### config.mk
export PLATFORM = sky130hd
export DESIGN_NAME = dma_channel_regbank
export DESIGN_NICKNAME = d
export VERILOG_FILES = /design/src/rtl/dma_channel_regbank_pkg.sv /design/src/rtl/dma_channel_slice.sv /design/src/rtl/dma_channel_regbank.sv
export SDC_FILE = /design/constraint.sdc
export NUM_CORES = 1
export LEC_CHECK = 0
export BUFFER_PORTS_ARGS = -buffer_cell sky130_fd_sc_hd__buf_4
export CORE_ASPECT_RATIO = 0.7
export CORE_MARGIN = 5
export CORE_UTILIZATION = 29
export CTS_CLUSTER_DIAMETER = 80
export DETAILED_ROUTE_END_ITERATION = 8
export PLACE_DENSITY = 0.4
export SYNTH_ARGS = -nofsm -noshare
export SYNTH_HDL_FRONTEND = slang
export SYNTH_SLANG_ARGS = --single-unit
### constraint.sdc
create_clock -name CLK -period 7.8 [get_ports CLK]
set_input_delay 1.17 -clock CLK [delete_from_list [all_inputs] [get_ports CLK]]
set_output_delay 1.17 -clock CLK [all_outputs]
set_load 0.05 [all_outputs]
### src/rtl/dma_channel_regbank_pkg.sv
// rtl/dma_channel_regbank_pkg.sv - shared constants and types for the DMA channel register bank
package dma_channel_regbank_pkg;

    localparam int CHANNELS_DEF     = 4;
    localparam int DATAWIDTH_DEF    = 8;
    localparam int ADDRESSWIDTH_DEF = 16;

    typedef enum logic [1:0] {
        REG_ADDR   = 2'b00,
        REG_COUNT  = 2'b01,
        REG_MODE   = 2'b10,
        REG_STATUS = 2'b11
    } reg_type_e;

    typedef struct packed {
        logic decrement;
        logic auto_init;
    } mode_bits_t;

    // Channel select width; a single-channel bank still carries a 1-bit select.
    function automatic int chan_width(input int n);
        return (n > 1) ? $clog2(n) : 1;
    endfunction

endpackage

### src/rtl/dma_channel_slice.sv
// rtl/dma_channel_slice.sv - one channel's base/current address and count, mode, TC and reload
module dma_channel_slice
    import dma_channel_regbank_pkg::*;
#(
    parameter int DATAWIDTH    = DATAWIDTH_DEF,
    parameter int ADDRESSWIDTH = ADDRESSWIDTH_DEF
) (
    input  logic                    clk,
    input  logic                    reset,
    input  logic [DATAWIDTH-1:0]    data,
    input  logic                    wr_addr_lo,
    input  logic                    wr_addr_hi,
    input  logic                    wr_count_lo,
    input  logic                    wr_count_hi,
    input  logic                    wr_mode,
    input  logic                    xfer,
    output logic [ADDRESSWIDTH-1:0] cur_addr,
    output logic [ADDRESSWIDTH-1:0] cur_count,
    output mode_bits_t              mode,
    output logic                    tc
);

    localparam int DW = DATAWIDTH;
    localparam int AW = ADDRESSWIDTH;

    logic [AW-1:0] base_addr;
    logic [AW-1:0] base_count;
    logic          reload;

    // TC is judged on the count before this transfer's decrement.
    assign tc     = xfer && (cur_count == '0);
    assign reload = tc && mode.auto_init;

    always_ff @(posedge clk) begin
        if (reset) begin
            base_addr  <= '0;
            base_count <= '0;
            cur_addr   <= '0;
            cur_count  <= '0;
            mode       <= '0;
        end else begin
            // A CPU byte write owns the whole register this cycle; the transfer step is dropped.
            if (wr_addr_lo) begin
                base_addr[DW-1:0] <= data;
                cur_addr          <= {cur_addr[AW-1:DW], data};
            end else if (wr_addr_hi) begin
                base_addr[AW-1:DW] <= data;
                cur_addr           <= {data, cur_addr[DW-1:0]};
            end else if (reload) begin
                cur_addr <= base_addr;
            end else if (xfer) begin
                cur_addr <= mode.decrement ? cur_addr - AW'(1) : cur_addr + AW'(1);
            end

            if (wr_count_lo) begin
                base_count[DW-1:0] <= data;
                cur_count          <= {cur_count[AW-1:DW], data};
            end else if (wr_count_hi) begin
                base_count[AW-1:DW] <= data;
                cur_count           <= {data, cur_count[DW-1:0]};
            end else if (reload) begin
                cur_count <= base_count;
            end else if (xfer) begin
                cur_count <= cur_count - AW'(1);
            end

            if (wr_mode) begin
                mode <= mode_bits_t'(data[1:0]);
            end
        end
    end

endmodule

### src/rtl/dma_channel_regbank.sv
// rtl/dma_channel_regbank.sv - per-channel DMA register bank with byte pointer, read mux and TC status
module dma_channel_regbank
    import dma_channel_regbank_pkg::*;
#(
    parameter int CHANNELS     = CHANNELS_DEF,
    parameter int DATAWIDTH    = DATAWIDTH_DEF,
    parameter int ADDRESSWIDTH = ADDRESSWIDTH_DEF
) (
    input  logic                              CLK,
    input  logic                              RESET,
    input  logic                              wrEn,
    input  logic                              rdEn,
    input  logic [1:0]                        regType,
    input  logic [chan_width(CHANNELS)-1:0]   regChannel,
    input  logic [DATAWIDTH-1:0]              dataIn,
    input  logic                              clearFF,
    output logic [DATAWIDTH-1:0]              dataOut,
    input  logic                              xferStrobe,
    input  logic [chan_width(CHANNELS)-1:0]   activeChannel,
    output logic [ADDRESSWIDTH-1:0]           currentAddrOut,
    output logic                              tcPulse,
    output logic [CHANNELS-1:0]               tcStatus,
    output logic [CHANNELS-1:0]               maskOut
);

    localparam int CH_W  = chan_width(CHANNELS);
    localparam int SLOTS = 2 ** CH_W;
    localparam int DW    = DATAWIDTH;
    localparam int AW    = ADDRESSWIDTH;

    reg_type_e             rtype;
    logic                  ptr;
    logic                  rd_access;
    logic                  byte_reg;
    logic                  tc_pulse_q;
    logic [CHANNELS-1:0]   tc_status;
    logic [CHANNELS-1:0]   mask;
    logic [CHANNELS-1:0]   tc_vec;
    logic [CHANNELS-1:0]   count_hi_wr;
    logic [DW-1:0]         status_byte;
    logic [AW-1:0]         cur_addr  [SLOTS];
    logic [AW-1:0]         cur_count [SLOTS];
    mode_bits_t            mode      [SLOTS];

    assign rtype     = reg_type_e'(regType);
    assign rd_access = rdEn && !wrEn;
    assign byte_reg  = (rtype == REG_ADDR) || (rtype == REG_COUNT);

    // Unused select codes (non power-of-two channel counts) read back as zero.
    for (genvar c = 0; c < SLOTS; c++) begin : g_chan
        if (c < CHANNELS) begin : g_slice
            logic sel;
            assign sel = wrEn && (regChannel == CH_W'(c));
            assign count_hi_wr[c] = sel && (rtype == REG_COUNT) && ptr;

            dma_channel_slice #(
                .DATAWIDTH   (DATAWIDTH),
                .ADDRESSWIDTH(ADDRESSWIDTH)
            ) u_slice (
                .clk        (CLK),
                .reset      (RESET),
                .data       (dataIn),
                .wr_addr_lo (sel && (rtype == REG_ADDR) && !ptr),
                .wr_addr_hi (sel && (rtype == REG_ADDR) && ptr),
                .wr_count_lo(sel && (rtype == REG_COUNT) && !ptr),
                .wr_count_hi(count_hi_wr[c]),
                .wr_mode    (sel && (rtype == REG_MODE)),
                .xfer       (xferStrobe && (activeChannel == CH_W'(c))),
                .cur_addr   (cur_addr[c]),
                .cur_count  (cur_count[c]),
                .mode       (mode[c]),
                .tc         (tc_vec[c])
            );
        end else begin : g_pad
            assign cur_addr[c]  = '0;
            assign cur_count[c] = '0;
            assign mode[c]      = '0;
        end
    end

    for (genvar i = 0; i < DW; i++) begin : g_status
        if (i < CHANNELS) begin : g_bit
            assign status_byte[i] = tc_status[i];
        end else begin : g_zero
            assign status_byte[i] = 1'b0;
        end
    end

    assign currentAddrOut = cur_addr[activeChannel];
    assign tcPulse        = tc_pulse_q && !RESET;
    assign tcStatus       = tc_status;
    assign maskOut        = mask;

    always_ff @(posedge CLK) begin
        if (RESET) begin
            ptr        <= 1'b0;
            dataOut    <= '0;
            tc_status  <= '0;
            mask       <= '0;
            tc_pulse_q <= 1'b0;
        end else begin
            if (clearFF) begin
                ptr <= 1'b0;
            end else if ((wrEn || rdEn) && byte_reg) begin
                ptr <= !ptr;
            end

            if (rd_access) begin
                case (rtype)
                    REG_ADDR:   dataOut <= ptr ? cur_addr[regChannel][AW-1:DW]
                                               : cur_addr[regChannel][DW-1:0];
                    REG_COUNT:  dataOut <= ptr ? cur_count[regChannel][AW-1:DW]
                                               : cur_count[regChannel][DW-1:0];
                    REG_MODE:   dataOut <= {{(DW-2){1'b0}}, mode[regChannel]};
                    REG_STATUS: dataOut <= status_byte;
                    default:    ;
                endcase
            end

            // A TC landing in the same cycle as a status read survives the clear.
            tc_status <= ((rd_access && (rtype == REG_STATUS)) ? '0 : tc_status) | tc_vec;

            for (int c = 0; c < CHANNELS; c++) begin
                if (tc_vec[c] && !mode[c].auto_init) begin
                    mask[c] <= 1'b1;
                end else if (count_hi_wr[c]) begin
                    mask[c] <= 1'b0;
                end
            end

            tc_pulse_q <= |tc_vec;
        end
    end

endmodule

==> Implementation_results.wiki <==
{| class="wikitable"
! Metric !! Value
|-
| Sink count of the clock tree || 282
|-
| Yosys synthesis warning count || 0
|-
| TritonCTS clock tree || yes
|-
| Largest voltage drop on the vdd net || 159 uV
|-
| Most numerous cell in the Yosys netlist || sky130_fd_sc_hd__nand2_1
|-
| F_max || 278 MHz
|-
| Number of nets still failing antenna checks after routing || 0
|-
| Final layout net count || 2198
|-
| Number of endpoints failing setup at the final stage || 0
|-
| Global-route wire length before repair || 102000 um
|-
| Fraction of the cycle the final worst path needs || 46.1%
|-
| Total Die Area || 63100 um^2
|-
| Proportion of power drawn by flip-flops and latches || 41.6%
|-
| Fraction of the mapped netlist area in simple logic gates || 22.9%
|-
| Final period demand of the worst path || 3.60 ns
|-
| Reg2reg path depth || 8
|-
| Xor/xnor cell area share of the yosys netlist || 5.04%
|-
| IO Count || 53
|-
| CTS Buf Count || 31
|-
| Largest net degree at the start of global routing || 176
|-
| Most area-consuming cells after synthesis || sky130_fd_sc_hd__dfxtp_1 34%, sky130_fd_sc_hd__nand2_1 12%, sky130_fd_sc_hd__mux4_2 7.5%, sky130_fd_sc_hd__a21oi_1 6.9%, sky130_fd_sc_hd__ha_1 4.8%
|-
| Origin of the worst setup path || activeChannel[0]
|-
| Seq cells post-synth || 282
|-
| Data required, critical path || 6.63 ns
|-
| Power share of the combinational group || 14.4%
|-
| First DRT Iteration DRCs || 1736
|-
| Total number of cells along the worst setup path || 3
|-
| Number of port buffers || 52
|-
| Slew @ Worst Pin || 1.01 ns
|-
| Non-filler cells, final || 2884
|-
| Number of instances resized during post-cts repair || 0
|-
| Reg-to-reg critical path startpoint || g_chan[1].g_slice.u_slice.mode[1]
|-
| P_int || 0.00265 W
|-
| Critical Path Max Stage Delay || 0.67 ns
|-
| Number of inserted filler cells in the final layout || 6084
|-
| Post-synthesis adder-cell area fraction || 5.23%
|-
| Switching power of the nets || 0.00107 W
|-
| Worst reg-to-reg setup slack || 4.62 ns
|-
| Worst slew margin relative to its limit || 32.4%
|-
| Endpoint of the worst-slack reg-to-reg timing path || g_chan[1].g_slice.u_slice.cur_addr[15]
|-
| Switch share || 28.7%
|-
| Sequential cell area || 5650 um^2
|-
| Summed negative setup slack over all endpoints || 0 ns
|-
| Endpoint arrival time on the critical path || 2.43 ns
|-
| Clock slew at the register clock pins of the worst setup and hold paths || 0.06 ns
|-
| Vias in the first global route || 15000
|-
| Async set-reset flop share out of synthesis || 0%
|-
| HPWL Detailed || 48000 um
|-
| Final count of hold timing violations || 0
|-
| Total global routing overflow || 0
|-
| Share of synthesized area occupied by flip-flops and latches || 33.5%
|-
| Placer Congestion || 0.861
|-
| Max stage delay cell, worst path || sky130_fd_sc_hd__mux4_2
|-
| Leak Pwr || 6.83 nW
|-
| Root buffer selected by CTS || sky130_fd_sc_hd__clkbuf_16
|-
| Capturing element type of the critical path || output port
|-
| Synth-to-layout area growth || 12.5%
|-
| Crit Path Category || primary input to output port
|-
| Cell Pwr Density || 196 nW/um^2
|-
| Number of vias in the routed layout || 16200
|-
| Main combinational cell family by area after synthesis || simple AND/OR/NAND/NOR gates
|-
| Die width || 298 um
|-
| Worst slack at placement || 3.70 ns
|-
| Placed instance count || 2827
|-
| Number of buffers inserted by hold repair at cts || 0
|-
| Crit path setup slack, layout || 4.20 ns
|-
| Initial core utilization || 29.5%
|-
| Endpoint of the most critical setup path || currentAddrOut[0]
|-
| Number of antenna violations at the first check in global routing || 5
|-
| Number of post-CTS setup repair buffers || 0
|-
| Average vias per placed instance || 5.60
|-
| Total DRC errors in the routed layout || 0
|-
| Clock latency of the later-clocked register in the worst-skew pair || 0.59 ns
|-
| Final-report max-slew violation count || 0
|-
| Area of the multi-input gates || 10600 um^2
|-
| Post-synth design cell area || 16800 um^2
|-
| Maximum root-to-sink buffer count || 3
|-
| First-pass DRT Iterations || 5
|-
| Average routed wire per standard cell || 23.7 um
|-
| Global-route total usage across every layer || 21.0%
|-
| Setup repair after global routing missed its margin || no
|-
| Commonest cells post-synth || 551 x sky130_fd_sc_hd__nand2_1, 282 x sky130_fd_sc_hd__dfxtp_1, 231 x sky130_fd_sc_hd__a21oi_1
|-
| Share of cells above drive strength 1 || 9.99%
|-
| Cell-by-cell trace of the critical path || buf_4 > mux4_2 > buf_4
|-
| Run status || finished clean
|-
| Mapped Cells || 2128
|-
| Clock H-tree levels || 1
|-
| Primary FF master, synth || sky130_fd_sc_hd__dfxtp_1
|-
| Clock power share || 44.0%
|-
| Startpoint types || primary input
|-
| Net Count, Synth || 2216
|-
| Kind of cell with the highest combined delay on the critical path || multiplexers
|-
| Detailed Route WL || 68400 um
|-
| Yosys cell types || 76
|-
| Most prevalent standard cell on the critical path || sky130_fd_sc_hd__buf_4
|-
| Synth Area in Compound Gates || 21.6%
|-
| Row count || 73
|-
| Vertical die dimension || 212 um
|-
| Multiplexer share of the synthesized area || 8.21%
|-
| Top-area cell type share of the netlist area || 33.5%
|-
| Count of maximum capacitance violations || 0
|-
| Post-synthesis average cell area || 7.92 um^2
|-
| Number of buffers and inverters on the critical path || 2
|-
| Cell type with the largest total area after synthesis || sky130_fd_sc_hd__dfxtp_1
|-
| Kind of path behind the tightest hold check || register to register
|-
| Worst Clk Skew || 0.0159 ns
|-
| Crit path max fanout || 21
|-
| Placeable core region || 57200 um^2
|-
| Number of flops mapped to enable cells by yosys || 0
|}
cells by family (layout without fill, tap and decap cells):
group           count (synthesis)  after routing
simple gates                  880            880
compound gates                590            590
flops                         282            282
buf+inv                       143            147
xor+xnor                       97             97
fa+ha+maj                      68             68
mux                            68             68
other cells                     0              2
worst reg2reg max path, cell delays in order, from the launching register on:
cell and delay (ns):
sky130_fd_sc_hd__dfxtp_1 0.90, sky130_fd_sc_hd__ha_1 0.45, sky130_fd_sc_hd__a2111oi_0 0.42, sky130_fd_sc_hd__o21ai_0 0.24, sky130_fd_sc_hd__nand4_1 0.25, sky130_fd_sc_hd__o21bai_1 0.13, sky130_fd_sc_hd__a221oi_1 0.35, sky130_fd_sc_hd__xnor2_1 0.19
sky130_fd_sc_hd__o22ai_1 0.09
how the worst min path moves through the flow:
stage,endpoint,start,cells after the start
2_1_floorplan,g_chan[0].g_slice.u_slice.base_addr[10],g_chan[0].g_slice.u_slice.base_addr[10],2
3_3_place_gp,g_chan[0].g_slice.u_slice.base_addr[8],g_chan[0].g_slice.u_slice.base_addr[8],2
3_5_place_dp,g_chan[3].g_slice.u_slice.base_count[8],g_chan[3].g_slice.u_slice.base_count[8],2
4_1_cts,g_chan[3].g_slice.u_slice.base_count[8],g_chan[3].g_slice.u_slice.base_count[8],2
5_1_grt,g_chan[1].g_slice.u_slice.base_count[14],g_chan[1].g_slice.u_slice.base_count[14],2
6_report,g_chan[2].g_slice.u_slice.base_count[12],g_chan[2].g_slice.u_slice.base_count[12],2
flip-flops by register name, indices dropped and copies added (netlist names), 4 cells and up:
signal and cells:
g_chan.g_slice.u_slice.base_addr 64, dataOut 8, g_chan.g_slice.u_slice.cur_addr 64, g_chan.g_slice.u_slice.mode 8
g_chan.g_slice.u_slice.base_count 64, tcStatus 4, maskOut 4, g_chan.g_slice.u_slice.cur_count 64
per-layer routing:
| metal | vias to the layer above | GRT usage, % | wire [um] |
|---|---|---|---|
| met2 | 474 | 28.5 | 26200 |
| met1 | 7931 | 33.9 | 36100 |
| met3 | 73 | 4.05 | 4810 |
| li1 | 7671 | - | - |
| met5 | - | 0 | 39 |
| met4 | 6 | 3.72 | 1220 |
placed cells by master, fill, tap and decap left out, types with 8 or more instances in the layout:
cell type                   count
sky130_fd_sc_hd__o22ai_1       13
sky130_fd_sc_hd__buf_4         71
sky130_fd_sc_hd__mux4_2        56
sky130_fd_sc_hd__nor3_1        31
sky130_fd_sc_hd__nor3_2        10
sky130_fd_sc_hd__mux2i_1       11
sky130_fd_sc_hd__xor2_1        39
sky130_fd_sc_hd__ha_1          64
sky130_fd_sc_hd__a211oi_1      16
sky130_fd_sc_hd__nor2_1       131
sky130_fd_sc_hd__o211ai_1      66
sky130_fd_sc_hd__inv_1         18
sky130_fd_sc_hd__nor4_1        11
sky130_fd_sc_hd__o21bai_1       9
sky130_fd_sc_hd__o21ai_0       61
sky130_fd_sc_hd__o21a_1         8
sky130_fd_sc_hd__a21o_1        17
sky130_fd_sc_hd__a221oi_1      14
sky130_fd_sc_hd__nand3_1       42
sky130_fd_sc_hd__xnor2_1       58
sky130_fd_sc_hd__nor2b_1        9
sky130_fd_sc_hd__nand3b_1       8
sky130_fd_sc_hd__a21boi_0       9
sky130_fd_sc_hd__nand4_1       11
sky130_fd_sc_hd__a21oi_1      230
sky130_fd_sc_hd__nand2b_1       8
sky130_fd_sc_hd__or3_1         19
sky130_fd_sc_hd__clkbuf_16     31
sky130_fd_sc_hd__a31oi_1       91
sky130_fd_sc_hd__nand2_1      551
sky130_fd_sc_hd__dfxtp_1      282
layout make-up:
type | count | area share (%)
clock buffer | 41 | 4.61
tap | 750 | 4.95
clock inverter | 14 | 1.19
sequential | 282 | 29.8
multi-input combinational | 1703 | 56.1
antenna | 2 | 0.0264
timing repair buffer | 73 | 3.00
inverter | 19 | 0.376
stage by stage:
stage          util (%)  cell area, um^2  hold slack (ns)  power (W)
4_1_cts            33.1            19000            0.456    0.00375
2_1_floorplan         -            16800            0.432    0.00193
6_report           33.2            19000            0.451    0.00372
3_3_place_gp       31.2            17900            0.439    0.00210
5_1_grt            33.1            19000            0.468    0.00387
3_5_place_dp       31.2            17900            0.447    0.00211
power groups by stage:
stage / Sequential (W) / Combinational (W) / Clock, W
2_1_floorplan: 0.00155 / 0.000384 / 0
3_3_place_gp: 0.00157 / 0.000529 / 0
3_5_place_dp: 0.00157 / 0.000531 / 0
4_1_cts: 0.00154 / 0.000533 / 0.00167
5_1_grt: 0.00155 / 0.000587 / 0.00173
6_report: 0.00155 / 0.000537 / 0.00164
(Power assumes the default switching activity.)
